### config.mk
export PLATFORM = sky130hd
export DESIGN_NAME = div_unit
export DESIGN_NICKNAME = d
export VERILOG_FILES = /design/src/rtl/div_unit_pkg.sv /design/src/rtl/div_unit.sv
export SDC_FILE = /design/constraint.sdc
export NUM_CORES = 1
export LEC_CHECK = 0
export BUFFER_PORTS_ARGS = -buffer_cell sky130_fd_sc_hd__buf_2
export CORE_ASPECT_RATIO = 0.5
export CORE_UTILIZATION = 35
export CTS_CLUSTER_DIAMETER = 120
export DETAILED_ROUTE_END_ITERATION = 8
export PLACE_DENSITY = 0.61
export SYNTH_ARGS = -nofsm -noshare
export SYNTH_HDL_FRONTEND = slang
export SYNTH_SLANG_ARGS = --single-unit
### constraint.sdc
create_clock -name clk -period 9.55 [get_ports clk]
set_clock_uncertainty 0.15 [all_clocks]
set_input_delay 1.91 -clock clk [delete_from_list [all_inputs] [get_ports clk]]
set_output_delay 1.91 -clock clk [all_outputs]
set_load 0.01 [all_outputs]
### src/rtl/div_unit_pkg.sv
// Shared definitions for the multi-cycle divider and its execute-stage decode.
package div_unit_pkg;

    // Divider control states (2-bit encoding)
    typedef enum logic [1:0] {
        DivFree   = 2'b00,
        DivByZero = 2'b01,
        DivOn     = 2'b10,
        DivEnd    = 2'b11
    } div_state_e;

    localparam logic DivResultReady    = 1'b1;
    localparam logic DivResultNotReady = 1'b0;
    localparam logic DivStart          = 1'b1;
    localparam logic DivStop           = 1'b0;

    // ALU operation codes that route to the divider
    localparam logic [7:0] EXE_DIV_OP  = 8'b0001_1010;
    localparam logic [7:0] EXE_DIVU_OP = 8'b0001_1011;

    // True when the decoded ALU op needs the divider (used by ex to raise div_start)
    function automatic logic is_div_op(input logic [7:0] aluop);
        return (aluop == EXE_DIV_OP) || (aluop == EXE_DIVU_OP);
    endfunction

endpackage

### src/rtl/div_unit.sv
// Restoring integer divider, one quotient bit per clock, with start/ready
// handshake and annul for flushed operations. Result is {remainder, quotient}.
module div_unit
    import div_unit_pkg::*;
#(
    parameter int unsigned WIDTH = 32,
    parameter int unsigned CNT_W = 7
) (
    input  logic                 clk,
    input  logic                 rst,
    input  logic                 signed_div_i,
    input  logic [WIDTH-1:0]     opdata1_i,
    input  logic [WIDTH-1:0]     opdata2_i,
    input  logic                 start_i,
    input  logic                 annul_i,
    output logic [2*WIDTH-1:0]   result_o,
    output logic                 ready_o,
    output logic                 div_zero_o
);

    // Two's complement negate when en is set; shared by operand and result paths
    function automatic logic [WIDTH-1:0] cond_neg(input logic [WIDTH-1:0] v, input logic en);
        return en ? (~v + WIDTH'(1)) : v;
    endfunction

    div_state_e state_q, state_d;

    logic [CNT_W-1:0]   cnt_q, cnt_d;
    logic [2*WIDTH:0]   work_q, work_d;
    logic [WIDTH-1:0]   divisor_q, divisor_d;
    logic               q_sign_q, q_sign_d;
    logic               r_sign_q, r_sign_d;
    logic [2*WIDTH-1:0] result_q, result_d;
    logic               div_zero_q, div_zero_d;

    logic               take;
    logic               op1_neg, op2_neg;
    logic [WIDTH-1:0]   op1_mag, op2_mag;
    logic [WIDTH:0]     trial;
    logic [2*WIDTH:0]   step_work;
    logic               last_step;

    // Operand conditioning at start: magnitudes only for negative signed operands
    always_comb begin
        take    = (start_i == DivStart) && !annul_i;
        op1_neg = signed_div_i & opdata1_i[WIDTH-1];
        op2_neg = signed_div_i & opdata2_i[WIDTH-1];
        op1_mag = cond_neg(opdata1_i, op1_neg);
        op2_mag = cond_neg(opdata2_i, op2_neg);
    end

    // One restoring step; trial sign bit decides subtract-or-shift
    always_comb begin
        trial     = work_q[2*WIDTH:WIDTH] - {1'b0, divisor_q};
        step_work = trial[WIDTH] ? {work_q[2*WIDTH-1:0], 1'b0}
                                 : {trial[WIDTH-1:0], work_q[WIDTH-1:0], 1'b1};
        last_step = (cnt_q == CNT_W'(WIDTH - 1));
    end

    // State register
    always_ff @(posedge clk or negedge rst) begin
        if (!rst) begin
            state_q <= DivFree;
        end else begin
            state_q <= state_d;
        end
    end

    // Next-state logic; annul wins over start everywhere
    always_comb begin
        state_d = state_q;
        case (state_q)
            DivFree: begin
                if (take) begin
                    state_d = (opdata2_i == '0) ? DivByZero : DivOn;
                end
            end
            DivByZero: begin
                state_d = annul_i ? DivFree : DivEnd;
            end
            DivOn: begin
                if (annul_i) begin
                    state_d = DivFree;
                end else if (last_step) begin
                    state_d = DivEnd;
                end
            end
            DivEnd: begin
                if (annul_i || (start_i == DivStop)) begin
                    state_d = DivFree;
                end
            end
            default: state_d = DivFree;
        endcase
    end

    // Outputs: ready is a pure function of state, result/flag are registered
    always_comb begin
        ready_o    = (state_q == DivEnd) ? DivResultReady : DivResultNotReady;
        result_o   = result_q;
        div_zero_o = div_zero_q;
    end

    // Datapath next-state: latch operands, iterate, sign-correct on the final step
    always_comb begin
        cnt_d      = cnt_q;
        work_d     = work_q;
        divisor_d  = divisor_q;
        q_sign_d   = q_sign_q;
        r_sign_d   = r_sign_q;
        result_d   = result_q;
        div_zero_d = div_zero_q;
        case (state_q)
            DivFree: begin
                result_d   = '0;
                div_zero_d = 1'b0;
                cnt_d      = '0;
                if (take) begin
                    divisor_d = op2_mag;
                    q_sign_d  = op1_neg ^ op2_neg;
                    r_sign_d  = op1_neg;
                    work_d    = {{WIDTH{1'b0}}, op1_mag, 1'b0};
                end
            end
            DivByZero: begin
                if (annul_i) begin
                    cnt_d = '0;
                end else begin
                    result_d   = '0;
                    div_zero_d = 1'b1;
                end
            end
            DivOn: begin
                if (annul_i) begin
                    cnt_d = '0;
                end else begin
                    work_d = step_work;
                    cnt_d  = cnt_q + CNT_W'(1);
                    if (last_step) begin
                        result_d   = {cond_neg(step_work[2*WIDTH:WIDTH+1], r_sign_q),
                                      cond_neg(step_work[WIDTH-1:0], q_sign_q)};
                        div_zero_d = 1'b0;
                    end
                end
            end
            DivEnd: begin
                if (annul_i || (start_i == DivStop)) begin
                    result_d   = '0;
                    div_zero_d = 1'b0;
                    cnt_d      = '0;
                end
            end
            default: begin
                cnt_d = '0;
            end
        endcase
    end

    // Datapath registers
    always_ff @(posedge clk or negedge rst) begin
        if (!rst) begin
            cnt_q      <= '0;
            work_q     <= '0;
            divisor_q  <= '0;
            q_sign_q   <= 1'b0;
            r_sign_q   <= 1'b0;
            result_q   <= '0;
            div_zero_q <= 1'b0;
        end else begin
            cnt_q      <= cnt_d;
            work_q     <= work_d;
            divisor_q  <= divisor_d;
            q_sign_q   <= q_sign_d;
            r_sign_q   <= r_sign_d;
            result_q   <= result_d;
            div_zero_q <= div_zero_d;
        end
    end

endmodule

# Word-level counts from Yosys, hierarchy flattened
# Cells that the tools add are included.
dict set report classes {
  muxes 30
  n_addsub 6
  reduce_logical 11
  n_bitwise 8
  eq_ne 11
}
# op count
set ops {}
lappend ops {{2-to-1 mux 64 bit} 4}
lappend ops {{one-hot mux 64 bit (4 select lines)} 1}
lappend ops {{2-to-1 mux 65 bit} 3}
lappend ops {{one-hot mux 65 bit (2 select lines)} 1}
lappend ops {{adder 32 x 1 -> 32 bit (second input constant)} 4}
lappend ops {{2-to-1 mux 32 bit} 4}
lappend ops {{inverter 32 bit} 4}
lappend ops {{subtractor 33 x 32 -> 33 bit} 1}
lappend ops {{zero test 32 bit} 1}
lappend ops {{one-hot mux 7 bit (4 select lines)} 1}
lappend ops {{2-to-1 mux 7 bit} 3}
lappend ops {{2-to-1 mux 2 bit} 6}
lappend ops {{!= test 2 bit (second input constant)} 6}
lappend ops {{one-hot mux 2 bit (4 select lines)} 1}
lappend ops {{adder 7 x 1 -> 7 bit (second input constant)} 1}
lappend ops {{equality test 7 x 5 -> 1 bit (second input constant)} 1}
lappend ops {{AND reduction 3 bit} 2}
lappend ops {{2-to-1 mux 1 bit} 5}
lappend ops {{equality test 2 bit (second input constant)} 2}
lappend ops {{one-hot mux 1 bit (4 select lines)} 1}
lappend ops {{AND reduction 2 bit} 2}
lappend ops {{AND reduction 4 bit} 1}
lappend ops {{!= test 3 bit (second input constant)} 1}
lappend ops {{AND 1 bit} 2}
lappend ops {{8 further kinds} 8}
dict set report totals {
  out_inout_bits 66
  regBits 173
  word_cells 74
  inputBits 69
}

# Logic depth before layout (Yosys ltp)
# Gate-level depths: netlist (run 1).
dict set report logic_depth {
  ltp_word 8
  ltp_mapped 23
}

# Worst setup path before layout (run 1)
# OpenSTA, ideal clock, no wires.
dict set report synth_path {
  path_type {register to register}
  start {register work_q[32]}
  end {register result_q[28], in the netlist result_o[28]}
  t_arrival_ns 4.797
  setup_ns 0.133
  period_less_slack_ns 5.080
  setup_slack_ns 4.470
  stages_incl_launch_ff 24
  n_path_buf 2
  cell_sequence {dfrtp_1 inv_1 ha_1 inv_1 fa_1 a211oi_2 o211ai_1 a41oi_2 a211oi_4 mux2i_4 nor2_8 inv_2 buf_2 buf_2 ha_1 nand2_1 nor2_1 nand2_1 or4_1 or2_1 or4_1 o21ai_0 xor2_1 o21ai_0}
}
dict set report synth_between {
  elab_chain_cells 8
}
# item line_no
set synth_lines {}
lappend synth_lines {{start, declared} div_unit.sv:29} ;# logic [2*WIDTH:0] work_q, work_d;
lappend synth_lines {{start signal, assigned} div_unit.sv:171} ;# work_q <= work_d;
lappend synth_lines {{subtractor 33 x 32 -> 33 bit} div_unit.sv:54} ;# trial = work_q[2*WIDTH:WIDTH] - {1'b0, divisor_q};
lappend synth_lines {{2-to-1 mux 65 bit} div_unit.sv:55} ;# step_work = trial[WIDTH] ? {work_q[2*WIDTH-1:0], 1'b0}
lappend synth_lines {{inverter 32 bit} div_unit.sv:23} ;# return en ? (~v + WIDTH'(1)) : v;
lappend synth_lines {{adder 32 x 1 -> 32 bit} div_unit.sv:23}
lappend synth_lines {{2-to-1 mux 32 bit} div_unit.sv:23}
lappend synth_lines {{2-to-1 mux 64 bit} div_unit.sv:139} ;# if (last_step) begin
lappend synth_lines {{2-to-1 mux 64 bit} div_unit.sv:134} ;# if (annul_i) begin
lappend synth_lines {{one-hot mux 64 bit (4 select lines)} div_unit.sv:113} ;# case (state_q)
lappend synth_lines {{end signal, assigned} div_unit.sv:175} ;# result_q <= result_d;
lappend synth_lines {{end, declared} div_unit.sv:33} ;# logic [2*WIDTH-1:0] result_q, result_d;
# Every way passes these cells. The select of a mux whose other input is x is not followed.
# A chain may end at the register's enable or synchronous reset.

# Worst setup path after layout (run 1)
# Same ends and word-level chain as after synthesis.

==> reports/qor.csv, run 1 <==
stage,metric,value,unit
die,coreArea,0.0345,mm^2
place,place.gp.congestion,0.945,
worst_setup_path,cp.required,9.72,ns
synth,yosysTopAreaCell,dfrtp_1,
global_routing,grt_start_max_net_pins,98,
layout,layout.cells.non_filler,2104,
sta,setup_violations,0,
sta,tns,0,ns
synth,ys_ff_latch,173,
place,numPortBuffers,134,
power,vdd_drop_max,0.157,mV
die,die_h,134,um
synth,synth_edf_count,0,
place,dp_slack,3.56,ns
sta,fmax,165,MHz
die,core.rowCount,48,
layout,final_nets,1728,
global_routing,grt_pass1_vias,10219,
synth,ys_warn_count,0,
synth,synth_area_leaders,"dfrtp_1 35%, o21ai_0 8.7%, nand2_1 7.8%",
layout,mostFrequentLayoutCells,"254 x nand2_1, 213 x o21ai_0, 173 x dfrtp_1",
layout,drive_above_1_share,12.7,%
die,die-area,0.0358,mm^2
sta,tightest_slew,1.06,ns
worst_setup_path,worstPathArrival,6.22,ns
power,power.density,369,mW/mm^2
sta,period_share,63.3,%
global_routing,antenna_found_initial,0,
die,die_width,267,um
die,initial_utilization,35.5,%
clock_network,insertion_delay,0.46,ns
sta,rsz0062_at_grt,no,
sta,layout_setup_ws,3.50,ns
sta,hold_viol,0,
layout,final.fill_count,3598,
worst_setup_path,startpoint_type,flop,
layout,final_common_cell,nand2_1,
clock_network,holdBufCountCts,0,
route,met1_length,16600,um
power,leakage,6.20,nW
synth,synthCells,1530,
route,met3RoutedLength,1180,um
layout,areaGrowthSynthToFinish,13.1,%
synth,ys_seq_area_share,35.3,%
clock_network,path_clk_slew,0.07,ns
layout,fin_util,40.2,%
synth,synth_flop_cell,dfrtp_1,
clock_network,cts_root_buf,clkbuf_16,
route,drc,0,
place,dp.cells,2072,
route,top_layer,met4,
global_routing,grt_usage,19.6,%
synth,syn_area,0.0123,mm^2
worst_setup_path,cp-end-kind,flop,
layout,diodes,0,
outcome,status,"finished, final reports clean",
hold_path,holdCritPathClass,flop to flop,
route,wire_per_inst,16.3,um
run,cap_violations,0,
synth,synth_nets,1642,
route,dr.first_iter.drc_count,790,
synth,synthArstFlopShare,100,%
route,ant_nets,0,
clock_network,cts_setup_buffers,0,
layout,final_cell_area,0.0139,mm^2
clock_network,cts_buffers,17,
synth,synth_area_per_cell,8.01,um^2
route,drtPass1Iterations,5,
route,vias,11026,
clock_network,cts.repair.resized,0,
worst_setup_path,crit_type,flop to flop,
route,drt_wl_total,34300,um
place,post_dp_cell_area,0.0133,mm^2
clock_network,htree_levels,4,
global_routing,grt_pass1_wl,55400,um
sta,fin_crit,6.05,ns
global_routing,grt_overflow,0,
route,wl_met2,16000,um
clock_network,clock_sinks,173,
clock_network,cts.path.max_buffers,2,
route,viasPerCell,5.24,
synth,synth.top_cell.area_share,35.3,%
clock_network,cts_tree,yes,
worst_setup_path,path_max_fanout,43,
die,num_io_pins,135,
sta,slew_violations,0,
synth,ys_types,75,
sta,max_slew_margin,29.2,%
place,hpwlAfterDp,26400,um
stage by stage:
step                      power, mW  hold slack [ns]
final                          5.11            0.325
after global routing           5.57            0.354
after CTS                      5.14            0.331
after detailed placement       4.43            0.315
after global placement         4.42            0.309
after floorplan                3.57            0.300
sequential cells by signal, summed over array words and instances, names as in the netlist:
register and flops:
work_q 65, result_o 64, divisor_q 32, cnt_q 7, state_q 2, div_zero_o 1
q_sign_q 1, r_sign_q 1
layer usage:
metal  vias to the layer above  global-route usage (%)
met4                         0                    5.91
met3                        35                    2.99
met1                      5246                    27.3
met2                       166                    31.2
met5                         -                       0
li1                       5579                       -
synth_stat cells, drive strengths merged (3+ instances only):
master and number:
inv 56, o21a 4, mux2i 26, nand2 256, clkbuf 57, a311oi 4
o31ai 30, o21bai 7, buf 18, or4 12, xnor2 60, o41ai 7
a41oi 3, a22o 5, mux2 9, and3 20, a31oi 16, nand3 13
nor4 18, or3 20, or2 4, nor3 26, nor2b 5, nor3b 4
o21ai 227, a21oi 115, and2 12, nand4 9, xor2 81, o211ai 6
nor2 115, ha 42, nand2b 12, a211oi 12, a21o 17, dfrtp 173
worst paths after layout:
check,slack [ns],startpoint,cells past startpoint,endpoint
max in group asynchronous,6.72,rst,2,divisor_q[28]
min in group asynchronous,1.27,rst,1,result_o[12]
setup reg to reg,3.50,work_q[32],21,result_o[28]
setup / recovery,3.50,work_q[32],21,result_o[28]
hold / removal,0.32,result_o[24],2,result_o[24]
hold reg to reg,0.32,result_o[24],2,result_o[24]
final cells by class:
class / instances / area (um^2) / area share [%]
multi-input combinational: 1225 / 7410 / 53.5
sequential: 173 / 4330 / 31.3
timing repair buffer: 142 / 737 / 5.32
tap: 475 / 594 / 4.29
clock buffer: 18 / 439 / 3.17
inverter: 57 / 214 / 1.54
clock inverter: 14 / 133 / 0.957
where the power goes:
part | switching (mW) | total (mW) | internal, mW
logic | 2.02 | 3.15 | 1.13
clock network | 0.324 | 0.694 | 0.370
registers | 0.262 | 1.27 | 1.01
cell families after synthesis:
logic type	share of synthesized area, %
and+or+nand+nor	20.0
adders and majority gates	4.45
DFF	35.3
muxes	3.05
AOI/OAI and AO/OA	22.8
buffers and inverters	4.35
xor gates and xnor gates	10.1
critical path: stages, from the launching register on:
cell	delay [ns]
dfrtp_1	0.42
inv_1	0.10
ha_1	0.16
inv_1	0.05
fa_1	0.44
a211oi_2	0.32
o211ai_1	0.18
a41oi_2	0.39
a211oi_4	0.15
mux2i_4	0.42
nor2_8	0.22
inv_2	0.52
ha_1	0.31
nand2_1	0.12
nor2_1	0.16
nand2_1	0.10
or4_1	0.46
or2_1	0.26
or4_1	0.45
o21ai_0	0.23
xor2_1	0.17
o21ai_0	0.09
Note: power is estimated with default switching activity, not from simulation.
==> inputs of run 2 (changes only) <==
PLACE_DENSITY = 0.63   (was 0.61)
clock period = 5.11 ns   (was 9.55 ns; I/O delays follow)
==> run 2 against run 1 <==
Fmax increased by 26%. Final cell count increased by 1.0%. Die area unchanged. Via count is 0.94% higher. Highest routed layer unchanged.
==> reports/qor.csv, run 2 (same netlist as run 1, synthesis figures left out) <==
stage,metric,value,unit
worst_setup_path,path_delay_family,simple AND/OR/NAND/NOR gates,
clock_network,cts.path.max_buffers,2,
worst_setup_path,cp.required,5.28,ns
layout,final_nets,1752,
route,ant_nets,0,
worst_setup_path,path_max_fanout,7,
sta,tightest_slew,0.959,ns
worst_setup_path,regToRegSetupSlack,0.32,ns
clock_network,cts_tree,yes,
clock_network,clock_sinks,173,
die,die_h,134,um
sta,setup_violations,0,
worst_setup_path,crit_type,flop to flop,
global_routing,grtUsageMet1,26.2,%
sta,rsz0062_at_grt,no,
layout,layout.cells.non_filler,2125,
route,viasPerCell,5.24,
power,vdd_drop_max,0.288,mV
sta,max_slew_margin,36.1,%
layout,final_common_cell,nand2_1,
worst_setup_path,slowest_stage,or4_4,
place,numPortBuffers,134,
clock_network,cts_buffers,17,
global_routing,grt_overflow,0,
route,dr.first_iter.drc_count,854,
clock_network,cts_root_buf,clkbuf_16,
die,initial_utilization,35.5,%
hold_path,holdCritPathClass,flop to flop,
place,place.gp.congestion,0.914,
clock_network,path_clk_slew,0.06,ns
route,drt_wl_total,34500,um
global_routing,grt_pass1_vias,10572,
clock_network,insertion_delay,0.45,ns
global_routing,grt_usage,19.6,%
sta,tns,0,ns
worst_setup_path,worstPathArrival,4.96,ns
layout,largest_reg_flops,65,
worst_setup_path,cpPeakStageDelay,0.56,ns
sta,hold_viol,0,
global_routing,use_met3,3.75,%
die,coreArea,0.0345,mm^2
die,die_width,267,um
global_routing,grt_pass1_wl,55900,um
die,num_io_pins,135,
layout,drive_above_1_share,14.1,%
route,drc,0,
global_routing,antenna_found_initial,0,
layout,mostFrequentLayoutCells,"254 x nand2_1, 210 x o21ai_0, 173 x dfrtp_1",
route,wire_per_inst,16.2,um
place,dp.cells,2095,
die,die-area,0.0358,mm^2
worst_setup_path,path_cells,ha_1 -> nand2_2 -> or4_4 -> a211oi_4 -> mux2i_4 -> nor2_8 -> inv_2 -> ha_1 -> nand2_1 -> nor2_2 -> nand2_1 -> or4_1 -> or2_1 -> or4_4 -> o21ai_1 -> xor2_1 -> o21ai_0,
global_routing,grt_use_met2,32.3,%
power,power.density,699,mW/mm^2
route,vias,11130,
route,drtPass1Iterations,6,
sta,period_share,93.8,%
power,leakage,6.34,nW
place,post_dp_cell_area,0.0135,mm^2
layout,regMostFlops,work_q,
global_routing,grt_start_max_net_pins,92,
place,hpwlAfterDp,26500,um
sta,fin_crit,4.79,ns
worst_setup_path,startpoint_type,flop,
worst_setup_path,crit_buf_inv,1,
sta,fmax,209,MHz
clock_network,htree_levels,4,
worst_setup_path,cp-end-kind,flop,
sta,slew_violations,0,
run,cap_violations,0,
die,core.rowCount,48,
layout,final_cell_area,0.0141,mm^2
layout,diodes,0,
global_routing,globalRoute.busiestLayer,met2,
layout,areaGrowthSynthToFinish,14.9,%
outcome,status,"finished, final reports clean",
clock_network,holdBufCountCts,0,
[run 2: area by class of cell]
cell class / instances / area [um^2]
clock buffer: 22 / 474
inverter: 57 / 214
sequential: 173 / 4330
tap: 475 / 594
clock inverter: 7 / 114
multi-input combinational: 1225 / 7420
fill: 3563 / 20400
timing repair buffer: 166 / 930
[run 2: timing repair]
item                                    4_1_cts  5_1_grt
endpoints found under the setup margin        0        3
resized for setup                             0        9
setup buffers                                 0        1
[run 2: final timing paths]
check                             start            to  cells after the start
min in group asynchronous           rst     work_q[9]                      1
min reg2reg                result_o[45]  result_o[45]                      2
max in group asynchronous           rst    work_q[62]                      2
max                          work_q[53]  result_o[28]                     17
max reg2reg                  work_q[53]  result_o[28]                     17
min                        result_o[45]  result_o[45]                      2
[run 2: report_power, final]
part / switching [mW] / leakage, nW / internal (mW) / total, mW
registers: 0.517 / 2.29 / 1.89 / 2.40
clock network: 0.547 / 0.292 / 0.798 / 1.35
logic: 3.82 / 3.76 / 2.28 / 6.09
total: 4.88 / 6.34 / 4.96 / 9.84
[run 2: routing by layer]
layer	vias up	share of wire, %
li1	5614	-
met4	0	2.0
met3	39	3.8
met5	-	0
met1	5287	47
met2	190	47
[run 2: tightest hold or removal path: cells and delay by family, from the launching register on]
family	cells	cell delay, ns
compound gates	1	0.06
flops	1	0.34
simple gates	1	0.04
[run 2: per-stage QoR]
stage	total power, mW	util (%)	setup slack, ns	hold slack [ns]
after global routing	10.7	40.8	0.0325	0.348
final	9.84	40.8	0.316	0.325
after CTS	9.85	40.8	0.182	0.331
after floorplan	6.68	-	0.0297	0.300
after detailed placement	8.48	39.1	0.195	0.316
after global placement	8.43	39.1	0.290	0.309
==> inputs of run 3 (changes only) <==
ABC_AREA = 1   (was default)
==> run 3 against run 2 <==
First-iteration DRC count is 24% higher. Register-to-register slack better by 0.45 ns. Critical path depth is 12 higher. Wire length up 12%. Critical endpoint is now result_o[26].
==> reports/qor.csv, run 3 <==
stage,metric,value,unit
clock_network,cts.repair.resized,0,
sta,hold_viol,0,
global_routing,grt_usage,20.9,%
worst_setup_path,cpPeakStageDelay,0.44,ns
global_routing,grt_pass1_vias,12384,
synth,synth_nets,2069,
synth,synth_flop_cell,dfrtp_1,
die,coreArea,0.0363,mm^2
sta,fmax,230,MHz
die,die-area,0.0381,mm^2
worst_setup_path,path_max_fanout,6,
synth,ys_types,52,
synth,yosysMostFrequentCell,nand2_1,
layout,regMostFlops,work_q,
die,num_io_pins,135,
place,numPortBuffers,134,
worst_setup_path,worstPathArrival,4.54,ns
sta,tns,0,ns
clock_network,cts_buffers,17,
sta,fin_crit,4.34,ns
synth,yosysTopAreaCell,dfrtp_1,
global_routing,grt_overflow,0,
clock_network,cts_root_buf,clkbuf_16,
worst_setup_path,slowest_stage,fa_1,
clock_network,cts_tree,yes,
sta,rsz0062_at_grt,no,
synth,synth_area_leaders,"dfrtp_1 33%, nand2_1 17%, inv_1 7.0%",
synth,syn_area,0.0131,mm^2
synth,ys_warn_count,0,
synth,ys_ff_latch,173,
synth,ys_seq_area_share,33.2,%
synth,synthTopCellsByCount,"584 x nand2_1, 244 x inv_1, 173 x dfrtp_1",
clock_network,cts.path.max_buffers,2,
worst_setup_path,path_delay_family,simple AND/OR/NAND/NOR gates,
route,viasPerCell,5.05,
route,ant_nets,0,
worst_setup_path,cp.required,5.31,ns
die,core.rowCount,49,
layout,mostFrequentLayoutCells,"583 x nand2_1, 244 x inv_1, 173 x dfrtp_1",
place,place.gp.congestion,0.951,
route,drc,0,
global_routing,grt_pass1_wl,63700,um
clock_network,cts_setup_buffers,0,
global_routing,grt_start_max_net_pins,90,
die,die_width,275,um
route,vias,12913,
synth,synth_area_per_cell,6.67,um^2
route,drtPass1Iterations,5,
die,die_h,139,um
route,wire_per_inst,15.1,um
layout,final_common_cell,nand2_1,
run,cap_violations,0,
worst_setup_path,startpoint_type,flop,
synth,synth.top_cell.area_share,33.2,%
layout,diodes,0,
outcome,status,"finished, final reports clean",
synth,synth_edf_count,0,
clock_network,holdBufCountCts,0,
synth,synthArstFlopShare,100,%
worst_setup_path,crit_type,flop to flop,
clock_network,insertion_delay,0.47,ns
worst_setup_path,cp-end-kind,flop,
sta,period_share,84.9,%
worst_setup_path,crit_buf_inv,3,
clock_network,htree_levels,4,
sta,slew_violations,0,
sta,tightest_slew,0.952,ns
layout,final_nets,2171,
layout,areaGrowthSynthToFinish,13.0,%
sta,setup_violations,0,
layout,drive_above_1_share,12.4,%
clock_network,clock_sinks,173,
synth,synthCells,1957,
layout,largest_reg_flops,65,
die,initial_utilization,36.0,%
hold_path,holdCritPathClass,flop to flop,
global_routing,antenna_found_initial,2,
sta,max_slew_margin,36.5,%
route,drt_wl_total,38700,um
worst_setup_path,crit_top_cell,nand2_1,
clock_network,path_clk_slew,0.08,ns
place,hpwlAfterDp,29500,um
route,dr.first_iter.drc_count,1060,
[run 3: cell types whose count changed after synthesis, sizes merged, moves of 19 or more]
cell / before / now
or3: 20 / 1
xnor2: 60 / 18
nand2: 256 / 627
a21oi: 115 / 91
o21ai: 227 / 189
inv: 56 / 248
xor2: 81 / 58
mux2i: 26 / 0
o31ai: 30 / 3
nor2: 115 / 175
nand3: 13 / 127
o22ai: 2 / 27
and3: 20 / 1
[run 3: path summary, 6_finish.rpt]
check,start,endpoint,slack (ns),cells after the start
max,work_q[32],result_o[26],0.77,29
min,result_o[59],result_o[59],0.33,2
max reg2reg,work_q[32],result_o[26],0.77,29
min reg2reg,result_o[59],result_o[59],0.33,2
max in group asynchronous,rst,divisor_q[31],3.36,2
min in group asynchronous,rst,result_o[15],0.44,1
[run 3: metrics by stage]
step                instances  hold WS, ns  worst slack [ns]  utilization [%]  area [um^2]
global placement         2524        0.310             0.995             38.9        14100
detailed placement       2524        0.310             0.826             38.9        14100
CTS                      2556        0.330             0.794             40.6        14800
global route             2556        0.349             0.214             40.6        14800
floorplan                1957        0.299              1.24                -        13100
finish                   2556        0.325             0.770             40.6        14800
[run 3: tightest hold or removal path: stages, from the launching register on]
cell,delay (ns)
dfrtp_1,0.34
nand2_1,0.05
nand2_1,0.05
[run 3: layout make-up]
| type | count | area [um^2] |
|---|---|---|
| Timing Repair Buffer | 146 | 779 |
| Tap cell | 484 | 606 |
| Clock buffer | 17 | 425 |
| Clock inverter | 15 | 193 |
| Sequential cell | 173 | 4330 |
| Fill cell | 3930 | 21500 |
| Inverter | 251 | 942 |
| Multi-Input combinational cell | 1470 | 7480 |
[run 3: logic make-up (layout without fill, tap and decap cells)]
logic type,count (synthesis),after routing,synth area share [%]
xor gates and xnor gates,76,76,5.10
buffers and inverters,314,429,9.57
DFF,173,173,33.2
and+or+nand+nor,1002,1002,33.1
AOI/OAI and AO/OA,349,349,14.9
adders and majority gates,43,43,4.18
[run 3: routing by layer]
layer  track usage [%]  wire [um]
met1              27.1      17400
met2              35.3      18600
met5                 0         13
met3              4.05       1800
met4              6.14        814
Power of run 3 is not shown: default switching activity piles up to over one toggle a cycle in this logic, so the estimate is an artifact.
